<file path="config.mk">
export PLATFORM = sky130hd
export DESIGN_NAME = axil_req_arbiter_flat
export DESIGN_NICKNAME = d
export VERILOG_FILES = /design/src/rtl/axil_req_arbiter_if.sv /design/src/rtl/axil_req_arbiter.sv /design/src/flat_wrapper.sv
export SDC_FILE = /design/constraint.sdc
export NUM_CORES = 1
export LEC_CHECK = 0
export CAP_MARGIN = 30
export CORE_AREA = 2 2 159 161
export DETAILED_ROUTE_END_ITERATION = 10
export DIE_AREA = 0 0 161 163
export GPL_ROUTABILITY_DRIVEN = 0
export GPL_TIMING_DRIVEN = 0
export PLACE_DENSITY = 0.71
export SYNTH_ARGS = -nofsm -noshare
export SYNTH_HDL_FRONTEND = slang
export SYNTH_SLANG_ARGS = --single-unit
export TNS_END_PERCENT = 20
</file>
<file path="constraint.sdc">
create_clock -name s_axi_lite_aclk -period 5.4 [get_ports s_axi_lite_aclk]
set_input_delay 0.54 -clock s_axi_lite_aclk [delete_from_list [all_inputs] [get_ports s_axi_lite_aclk]]
set_output_delay 0.54 -clock s_axi_lite_aclk [all_outputs]
set_load 0.01 [all_outputs]
</file>
<file path="src/rtl/axil_req_arbiter_if.sv">
// Bundle for the arbiter: per-requester command inputs and their completion
// returns, plus the shared command port towards the register-access engine.
//
// Handshake: a requester raises i_req with wr/addr/data and holds them stable
// until its one-cycle o_req_done (o_req_err marks a watchdog abort); the
// arbiter hands the winner's command to the engine as a one-cycle o_en strobe,
// and the engine completes it with a one-cycle i_done, with i_data qualified
// by i_data_vld at any point while the command is outstanding.
interface axil_req_arbiter_if #(
  parameter int NUM_REQ = 4,
  parameter int ADDR_W  = 32,
  parameter int DATA_W  = 32
) ();
  logic [NUM_REQ-1:0]        i_req;
  logic [NUM_REQ-1:0]        i_req_wr;
  logic [NUM_REQ*ADDR_W-1:0] i_req_addr;
  logic [NUM_REQ*DATA_W-1:0] i_req_data;
  logic [NUM_REQ-1:0]        o_req_done;
  logic [NUM_REQ-1:0]        o_req_err;
  logic [DATA_W-1:0]         o_req_rdata;
  logic [NUM_REQ-1:0]        o_grant;
  logic                      o_en;
  logic                      o_wr;
  logic [ADDR_W-1:0]         o_addr;
  logic [DATA_W-1:0]         o_data;
  logic                      i_done;
  logic [DATA_W-1:0]         i_data;
  logic                      i_data_vld;
  logic                      o_busy;

  // Arbiter side
  modport slave (
    input  i_req, i_req_wr, i_req_addr, i_req_data, i_done, i_data, i_data_vld,
    output o_req_done, o_req_err, o_req_rdata, o_grant, o_en, o_wr, o_addr,
           o_data, o_busy
  );

  // Environment side: requesters and engine
  modport master (
    output i_req, i_req_wr, i_req_addr, i_req_data, i_done, i_data, i_data_vld,
    input  o_req_done, o_req_err, o_req_rdata, o_grant, o_en, o_wr, o_addr,
           o_data, o_busy
  );
endinterface

</file>
<file path="src/rtl/axil_req_arbiter.sv">
// Round-robin arbiter that shares one AXI-Lite register-access engine between
// NUM_REQ requesters. One command is in flight at a time; completion is
// bounded by a watchdog so a dead engine cannot hang the requesters.
module axil_req_arbiter #(
  parameter int NUM_REQ = 4,
  parameter int ADDR_W  = 32,
  parameter int DATA_W  = 32,
  parameter int TIMEOUT = 1024
) (
  input  logic                 s_axi_lite_aclk,
  input  logic                 s_axi_lite_arst,
  axil_req_arbiter_if.slave    bus,
  output logic [1:0]           dbg_state
);

  localparam int PTR_W = $clog2(NUM_REQ);
  localparam int CNT_W = $clog2(TIMEOUT);

  typedef enum logic [1:0] {
    S_IDLE  = 2'd0,
    S_ISSUE = 2'd1,
    S_WAIT  = 2'd2,
    S_RESP  = 2'd3
  } state_t;

  state_t           state;
  logic [PTR_W-1:0] rr_ptr;
  logic [PTR_W-1:0] win_q;
  logic [CNT_W-1:0] wdog;
  logic [PTR_W-1:0] pick_idx;
  logic             pick_vld;
  logic [PTR_W:0]   cand;

  assign dbg_state  = state;
  assign bus.o_busy = (state != S_IDLE);

  // Round-robin search: first active request at or after rr_ptr, wrapping.
  always_comb begin
    pick_idx = '0;
    pick_vld = 1'b0;
    cand     = '0;
    for (int i = 0; i < NUM_REQ; i++) begin
      cand = {1'b0, rr_ptr} + (PTR_W+1)'(i);
      if (cand >= (PTR_W+1)'(NUM_REQ)) cand = cand - (PTR_W+1)'(NUM_REQ);
      if (!pick_vld && bus.i_req[cand[PTR_W-1:0]]) begin
        pick_vld = 1'b1;
        pick_idx = cand[PTR_W-1:0];
      end
    end
  end

  // Sequencer: arbitrate, strobe the engine, wait with watchdog, respond.
  always_ff @(posedge s_axi_lite_aclk or posedge s_axi_lite_arst) begin
    if (s_axi_lite_arst) begin
      state           <= S_IDLE;
      rr_ptr          <= '0;
      win_q           <= '0;
      wdog            <= '0;
      bus.o_req_done  <= '0;
      bus.o_req_err   <= '0;
      bus.o_req_rdata <= '0;
      bus.o_grant     <= '0;
      bus.o_en        <= 1'b0;
      bus.o_wr        <= 1'b0;
      bus.o_addr      <= '0;
      bus.o_data      <= '0;
    end else begin
      // Strobes default low so each is a single-cycle pulse
      bus.o_en       <= 1'b0;
      bus.o_req_done <= '0;
      bus.o_req_err  <= '0;
      case (state)
        S_IDLE: begin
          if (pick_vld) begin
            win_q       <= pick_idx;
            bus.o_wr    <= bus.i_req_wr[pick_idx];
            bus.o_addr  <= bus.i_req_addr[int'(pick_idx)*ADDR_W +: ADDR_W];
            bus.o_data  <= bus.i_req_data[int'(pick_idx)*DATA_W +: DATA_W];
            bus.o_grant <= NUM_REQ'(1) << pick_idx;
            bus.o_en    <= 1'b1;
            state       <= S_ISSUE;
          end
        end
        S_ISSUE: begin
          wdog  <= '0;
          state <= S_WAIT;
        end
        S_WAIT: begin
          if (bus.i_data_vld) bus.o_req_rdata <= bus.i_data;
          // A completion on the terminal-count cycle wins over the timeout
          if (bus.i_done) begin
            bus.o_req_done[win_q] <= 1'b1;
            state                 <= S_RESP;
          end else if (wdog == CNT_W'(TIMEOUT-1)) begin
            bus.o_req_done[win_q] <= 1'b1;
            bus.o_req_err[win_q]  <= 1'b1;
            state                 <= S_RESP;
          end else begin
            wdog <= wdog + CNT_W'(1);
          end
        end
        S_RESP: begin
          if (win_q == PTR_W'(NUM_REQ-1)) rr_ptr <= '0;
          else                            rr_ptr <= win_q + PTR_W'(1);
          bus.o_grant <= '0;
          state       <= S_IDLE;
        end
        default: state <= S_IDLE;
      endcase
    end
  end

endmodule

</file>
<file path="src/flat_wrapper.sv">
// flat-port wrapper written by rule: the top's interface ports become plain ports
module axil_req_arbiter_flat 
#(
  parameter int NUM_REQ = 4,
  parameter int ADDR_W  = 32,
  parameter int DATA_W  = 32,
  parameter int TIMEOUT = 1024
)
  (s_axi_lite_aclk, s_axi_lite_arst, dbg_state, bus_i_req, bus_i_req_wr, bus_i_req_addr, bus_i_req_data, bus_i_done, bus_i_data, bus_i_data_vld, bus_o_req_done, bus_o_req_err, bus_o_req_rdata, bus_o_grant, bus_o_en, bus_o_wr, bus_o_addr, bus_o_data, bus_o_busy);
  axil_req_arbiter_if #(.NUM_REQ(NUM_REQ), .ADDR_W(ADDR_W), .DATA_W(DATA_W)) bus_i ();
  input  logic s_axi_lite_aclk;
  input  logic s_axi_lite_arst;
  output logic [1:0] dbg_state;
  input wire logic [$bits(bus_i.i_req)-1:0] bus_i_req;
  input wire logic [$bits(bus_i.i_req_wr)-1:0] bus_i_req_wr;
  input wire logic [$bits(bus_i.i_req_addr)-1:0] bus_i_req_addr;
  input wire logic [$bits(bus_i.i_req_data)-1:0] bus_i_req_data;
  input wire logic [$bits(bus_i.i_done)-1:0] bus_i_done;
  input wire logic [$bits(bus_i.i_data)-1:0] bus_i_data;
  input wire logic [$bits(bus_i.i_data_vld)-1:0] bus_i_data_vld;
  output wire logic [$bits(bus_i.o_req_done)-1:0] bus_o_req_done;
  output wire logic [$bits(bus_i.o_req_err)-1:0] bus_o_req_err;
  output wire logic [$bits(bus_i.o_req_rdata)-1:0] bus_o_req_rdata;
  output wire logic [$bits(bus_i.o_grant)-1:0] bus_o_grant;
  output wire logic [$bits(bus_i.o_en)-1:0] bus_o_en;
  output wire logic [$bits(bus_i.o_wr)-1:0] bus_o_wr;
  output wire logic [$bits(bus_i.o_addr)-1:0] bus_o_addr;
  output wire logic [$bits(bus_i.o_data)-1:0] bus_o_data;
  output wire logic [$bits(bus_i.o_busy)-1:0] bus_o_busy;
  assign bus_i.i_req = bus_i_req;
  assign bus_i.i_req_wr = bus_i_req_wr;
  assign bus_i.i_req_addr = bus_i_req_addr;
  assign bus_i.i_req_data = bus_i_req_data;
  assign bus_i.i_done = bus_i_done;
  assign bus_i.i_data = bus_i_data;
  assign bus_i.i_data_vld = bus_i_data_vld;
  assign bus_o_req_done = bus_i.o_req_done;
  assign bus_o_req_err = bus_i.o_req_err;
  assign bus_o_req_rdata = bus_i.o_req_rdata;
  assign bus_o_grant = bus_i.o_grant;
  assign bus_o_en = bus_i.o_en;
  assign bus_o_wr = bus_i.o_wr;
  assign bus_o_addr = bus_i.o_addr;
  assign bus_o_data = bus_i.o_data;
  assign bus_o_busy = bus_i.o_busy;
  axil_req_arbiter #(.NUM_REQ(NUM_REQ), .ADDR_W(ADDR_W), .DATA_W(DATA_W), .TIMEOUT(TIMEOUT)) u_core (.s_axi_lite_aclk(s_axi_lite_aclk), .s_axi_lite_arst(s_axi_lite_arst), .bus(bus_i), .dbg_state(dbg_state));
endmodule
</file>
After elaboration in Yosys (flattened, before gate mapping)
Index checks and enable logic that the tools add are counted.

Magnitude comparators: 11. Shifts and indexed selects: 3. Add/subtract/negate cells: 9. Reductions and logical operators: 16. Multiplexer cells: 41. Equal/unequal tests: 9.

Operators with widths (number): variable part select 128 x 8 -> 32 bit (2); 2-to-1 mux 2 bit (12); 2-to-1 mux 4 bit (6); 2-to-1 mux 10 bit (2); one-hot mux 10 bit (2 select lines) (1); < comparator 2 x 3 -> 1 bit, second input constant (6); 2-to-1 mux 1 bit (12); adder 10 x 1 -> 10 bit, second input constant (1); binary-select mux 1 bit (select 2 bit) (5); equality test 10 bit, second input constant (1); greater-or-equal comparator 3 bit, second input constant (3); one-hot mux 2 bit (4 select lines) (1); one-hot mux 4 bit (2 select lines) (1); AND reduction 2 bit (4); subtractor 2 x 1 -> 2 bit, second input constant (4); adder 2 x 2 -> 3 bit, second input constant (2); equality test 2 bit, second input constant (3); nonzero test 2 bit (3); logical AND 1 bit (4); inequality test 2 bit, second input constant (2); left shift 1 x 2 -> 4 bit, first input constant (1); adder 2 x 1 -> 3 bit, second input constant (1); greater-or-equal comparator 2 x 3 -> 1 bit, second input constant (1); zero test 1 bit (3); other kinds (8) (8).

Register bits: 126. Output and inout bits: 113. Word-level logic and storage cells: 101. Bits of input ports: 300.

Longest topological paths before layout
Depth after elaboration: 17. Mapped depth: 8. Mapped depth without buffers: 7.

Least setup slack after synthesis
No wires, ideal clock.

Path kind: input -> register. Start: input port bus_i_req[0]. End: register u_core.bus.o_addr[0]. Setup slack: 3552 ps. Library setup time: 136 ps. Arrival: 1713 ps. Cell stages on the path: 8. Data required time: 5264 ps. Buffers on the path: 3. Cell sequence: buf_4 -> and2b_1 -> nor2_1 -> o221a_4 -> buf_6 -> buf_6 -> a222oi_1 -> a31oi_1.

Longest elaborated chain between the ends: 13. Elaborated cells on any way between the ends: 24. Classes of those cells: shift (1); mux (16); reduce/logical (7).

RTL lines: start, declared (RTL line flat_wrapper.sv:14) `input wire logic [$bits(bus_i.i_req)-1:0] bus_i_req;`; binary-select mux 1 bit (select 2 bit) (RTL line axil_req_arbiter.sv:45) `if (!pick_vld && bus.i_req[cand[PTR_W-1:0]]) begin`; 2-to-1 mux 1 bit (implied by the code) (RTL line axil_req_arbiter.sv:45); 2-to-1 mux 1 bit (RTL line axil_req_arbiter.sv:45); zero test 1 bit (RTL line axil_req_arbiter.sv:45); logical AND 1 bit (RTL line axil_req_arbiter.sv:45); 2-to-1 mux 1 bit (RTL line axil_req_arbiter.sv:45); zero test 1 bit (RTL line axil_req_arbiter.sv:45); logical AND 1 bit (RTL line axil_req_arbiter.sv:45); 2-to-1 mux 1 bit (RTL line axil_req_arbiter.sv:45); zero test 1 bit (RTL line axil_req_arbiter.sv:45); logical AND 1 bit (RTL line axil_req_arbiter.sv:45); 2-to-1 mux 2 bit or 2-to-1 mux 1 bit (tied branches) (RTL line axil_req_arbiter.sv:45); variable part select 128 x 8 -> 32 bit or AND reduction 2 bit (tied branches); end signal, assigned (RTL line axil_req_arbiter.sv:77) `bus.o_addr <= bus.i_req_addr[int'(pick_idx)*ADDR_W +: ADDR_W];`; end, declared (RTL line axil_req_arbiter_if.sv:34) `output o_req_done, o_req_err, o_req_rdata, o_grant, o_en, o_wr, o_addr,`.

Parallel ways exist; a longest one is shown, timed or not. The select of a mux whose other input is x is not followed. A chain may end at the register's enable or synchronous reset.

Worst setup path in the final report
Start: register u_core.state[0] (netlist: u_core.dbg_state[0]). End: register u_core.bus.o_data[11] (netlist name).

Longest elaborated chain between the ends: 2.

RTL lines: start, declared (RTL line axil_req_arbiter.sv:26) `state_t state;`; start signal, assigned (RTL line axil_req_arbiter.sv:55) `state <= S_IDLE;`; start signal, assigned (RTL line axil_req_arbiter.sv:81) `state <= S_ISSUE;`; start signal, assigned (RTL line axil_req_arbiter.sv:86) `state <= S_WAIT;`; zero test 2 bit (RTL line axil_req_arbiter.sv:72) `case (state)`; AND reduction 2 bit (no source line); end signal, assigned (RTL line axil_req_arbiter.sv:78) `bus.o_data <= bus.i_req_data[int'(pick_idx)*DATA_W +: DATA_W];`; end, declared (RTL line axil_req_arbiter_if.sv:35) `o_data, o_busy`.

Every way passes these cells.

==> flow_summary.toml <==
[power_and_ir_drop]
p_int_uw = 3750
leakage_uw = 0.00452
pwr-share-comb_pct = 49.7
switching_share_pct = 36.2
power_density_nw_per_um2 = 516
seq_power_share_pct = 27.4
p_sw_uw = 2120
power_frac_clock_pct = 23.0
ir_worst_vdd_mv = 0.181

[timing]
grt_setup_unrepaired = "false"
post-route-min-period_ns = 2.57
fin_crit_sh_pct = 47.5
finClkSkew_ns = 0.0110
setup_violations = 0
final_max_slew_viol_count = 0
fin_setup_tns_ns = 0
fin_ws_ns = 2.83
maxClockFrequency_ghz = 0.390
hold_viol = 0
slew_headroom_pct = 45.9
worst_pin_slew_ns = 0.812

[synthesis]
ys_ff_latch = 126
yosysSeqAreaShare_pct = 51.3
syn_inst = 591
synth_cell_types = 45
synth.largest_area_cell = "dfrtp_1"
synth-edff-count = 0
syn_avg_cell_area_um2 = 10.4
synth.top_cell.area_share_pct = 51.3
synth-main-ff-cell = "dfrtp_1"
synthTopCellsByArea = "dfrtp_1 (51%), a222oi_1 (11%), a31oi_1 (6.6%)"
async_reset_ff_share_pct = 100
synth_area_um2 = 6140
yosys_warnings = 0
syn-num-nets = 900

[finish]
multiInputGateArea_um2 = 2680
nets = 1330
fillers = 2330
finish.utilization_pct = 46.1
syn2layout_area_growth_pct = 85.2
drive_above_1_share_pct = 10.3
seqCellArea_um2 = 3150
antennaDiodeCount = 0

[floorplanning]
core_area_um2 = 24700
initial_utilization_pct = 24.9
fp.dieW_um = 161
ioPinCount = 413
die_h_um = 163
die_area_um2 = 26200
rows = 58

[place]
pre_cts_slack_ns = 2.42
hpwl_um = 20300
portBuffers = 410

[route]
vias = 6670
drt-initial-drc-count = 760
routed_via_density = 4.89
final_antenna_net_count = 0
drc = 0
wl_um = 26200
wl_per_cell_um = 19.2
drtPass1Iterations = 10

[clocking]
numCtsBuffers = 17
hold_buffers = 0
root_buffer = "clkbuf_16"
cts_tree = "done"
clkSinkCount = 126
path_clk_slew_ns = 0.06
insertion_delay_ns = 0.42
cts_resized = 0
postCtsSetupBuffers = 0
max-clock-path-buffers = 2
cts_max_level = 4

[setup_path]
cp.required_ns = 5.72
start_kind = "flop"
cp_slowest_cell = "clkbuf_1"
cpMostUsedCell = "inv_1"
crit_arrival_ns = 2.89
rrSetupSlack_ns = 2.83
path_cells = "inv_1 > ha_1 > inv_1 > nor2_2 > clkbuf_1 > nor2_1 > a31oi_1"
slowest_delay_ns = 0.68
cp_num_buf_inv = 3
cp_top_family = "buffers and inverters"
critPathKind = "reg2reg"
crit_fanout = 10
cp-end-kind = "flop"

[global_route]
grt_pass1_vias = 6627
grt_pass1_wl_um = 38000
grt_max_degree = 80
track_usage_pct = 19.1
overflow = 0
antenna_found_initial = 0

[run_status]
status = "complete, no violations"

[flow_run]
cap_violations = 0

[min_path]
hp-class = "reg2reg"
[final timing paths]
| kind | from | end | cells after the start |
|---|---|---|---|
| min | u_core.bus.o_req_rdata[23]$_DFFE_PP0P_ | u_core.bus.o_req_rdata[23]$_DFFE_PP0P_ | 1 |
| max | u_core.dbg_state[0]$_DFFE_PP0P_ | u_core.bus.o_data[11]$_DFFE_PP0P_ | 7 |
| max reg2reg | u_core.dbg_state[0]$_DFFE_PP0P_ | u_core.bus.o_data[11]$_DFFE_PP0P_ | 7 |
| min in group asynchronous | s_axi_lite_arst | u_core.bus.o_data[23]$_DFFE_PP0P_ | 2 |
| max in group asynchronous | s_axi_lite_arst | u_core.bus.o_data[0]$_DFFE_PP0P_ | 3 |
| min reg2reg | u_core.bus.o_req_rdata[23]$_DFFE_PP0P_ | u_core.bus.o_req_rdata[23]$_DFFE_PP0P_ | 1 |
[cells by family after synthesis]
logic type,Yosys count,synth area share [%]
multiplexers,38,6.91
adder cells (fa/ha/maj),9,1.83
flip-flops,126,51.3
buffers and inverters,58,5.01
XOR/XNOR,5,0.713
AO/OA/AOI/OAI,161,20.9
AND/OR/NAND/NOR,194,13.3
[layout by cell type, fill, tap and decap left out, types with 2 or more instances in the layout]
cell	Yosys	final
a21boi_0	2	2
a21oi_1	4	4
a222oi_1	65	65
a31oi_1	65	65
and2_1	8	8
and2b_1	2	2
buf_1	3	3
buf_2	21	21
buf_4	5	5
buf_6	6	6
bufinv_16	0	6
clkbuf_1	15	16
clkbuf_16	0	17
clkdlybuf4s50_1	0	410
clkinv_4	0	3
dfrtp_1	126	126
ha_1	9	9
inv_1	8	7
inv_6	0	5
mux2_2	35	35
mux2i_1	3	3
nand2_1	79	79
nand2b_1	2	2
nand3_1	5	5
nand4_1	2	2
nand4b_1	2	2
nor2_1	81	81
nor2b_1	4	4
nor3_1	5	5
o21ai_0	10	10
o21ai_1	2	2
xnor2_1	3	3
xor2_1	2	2
[per-layer routing]
metal  share of wire, %  vias to the layer above  global-route usage, %  routed length [µm]
met2                 52                      372                   35.4               13500
met1                 39                     3163                   22.1               10200
met5                  0                        -                      0                   0
met4                1.5                        0                   4.75                 397
li1                   -                     3105                      -                   -
met3                7.9                       30                   4.76                2070
[layout make-up]
type | instances | area share [%]
timing repair buffer | 411 | 36.3
sequential | 126 | 27.7
multi-input combinational | 407 | 23.6
clock buffer | 18 | 3.77
tap | 330 | 3.63
buffer | 50 | 2.44
clock inverter | 14 | 2.22
inverter | 8 | 0.308
[worst register-to-register path, stage by stage, from the launching register on]
cell	delay [ns]
dfrtp_1	0.43
inv_1	0.10
ha_1	0.29
inv_1	0.15
nor2_2	0.53
clkbuf_1	0.68
nor2_1	0.10
a31oi_1	0.19
[registers in the layout, summed over array words and instances (netlist names)]
| name | count |
|---|---|
| u_core.wdog | 10 |
| u_core.bus.o_req_rdata | 32 |
| u_core.rr_ptr | 2 |
| u_core.bus.o_grant | 4 |
| u_core.dbg_state | 2 |
| u_core.bus.o_req_done | 4 |
| u_core.bus.o_en | 1 |
| u_core.bus.o_data | 32 |
| u_core.bus.o_addr | 32 |
| u_core.win_q | 2 |
| u_core.bus.o_wr | 1 |
| u_core.bus.o_req_err | 4 |
[Yosys cell counts (3+ instances only)]
| master | number |
|---|---|
| dfrtp_1 | 126 |
| nor2_1 | 81 |
| nand2_1 | 79 |
| a222oi_1 | 65 |
| a31oi_1 | 65 |
| mux2_2 | 35 |
| buf_2 | 21 |
| clkbuf_1 | 15 |
| o21ai_0 | 10 |
| ha_1 | 9 |
| and2_1 | 8 |
| inv_1 | 8 |
| buf_6 | 6 |
| buf_4 | 5 |
| nand3_1 | 5 |
| nor3_1 | 5 |
| a21oi_1 | 4 |
| nor2b_1 | 4 |
| buf_1 | 3 |
| mux2i_1 | 3 |
| xnor2_1 | 3 |
[per-stage QoR]
| stage | instance area (µm²) | std cells | power (µW) | hold slack, ns |
|---|---|---|---|---|
| 3_5_place_dp | 10700 | 1332 | 4570 | 0.491 |
| 2_1_floorplan | 6140 | 591 | 3000 | 0.486 |
| 6_report | 11400 | 1364 | 5870 | 0.502 |
| 5_1_grt | 11400 | 1364 | 6240 | 0.517 |
| 4_1_cts | 11400 | 1364 | 5940 | 0.503 |
| 3_3_place_gp | 10700 | 1331 | 4520 | 0.486 |
[power by group through the flow]
stage | combinational, µW | clock [µW] | sequential, µW
after floorplan | 1200 | 0 | 1790
after detailed placement | 2950 | 0 | 1620
after global placement | 2920 | 0 | 1600
after CTS | 2960 | 1380 | 1610
after global routing | 3150 | 1420 | 1660
final | 2920 | 1350 | 1610
(Power assumes the default switching activity.)
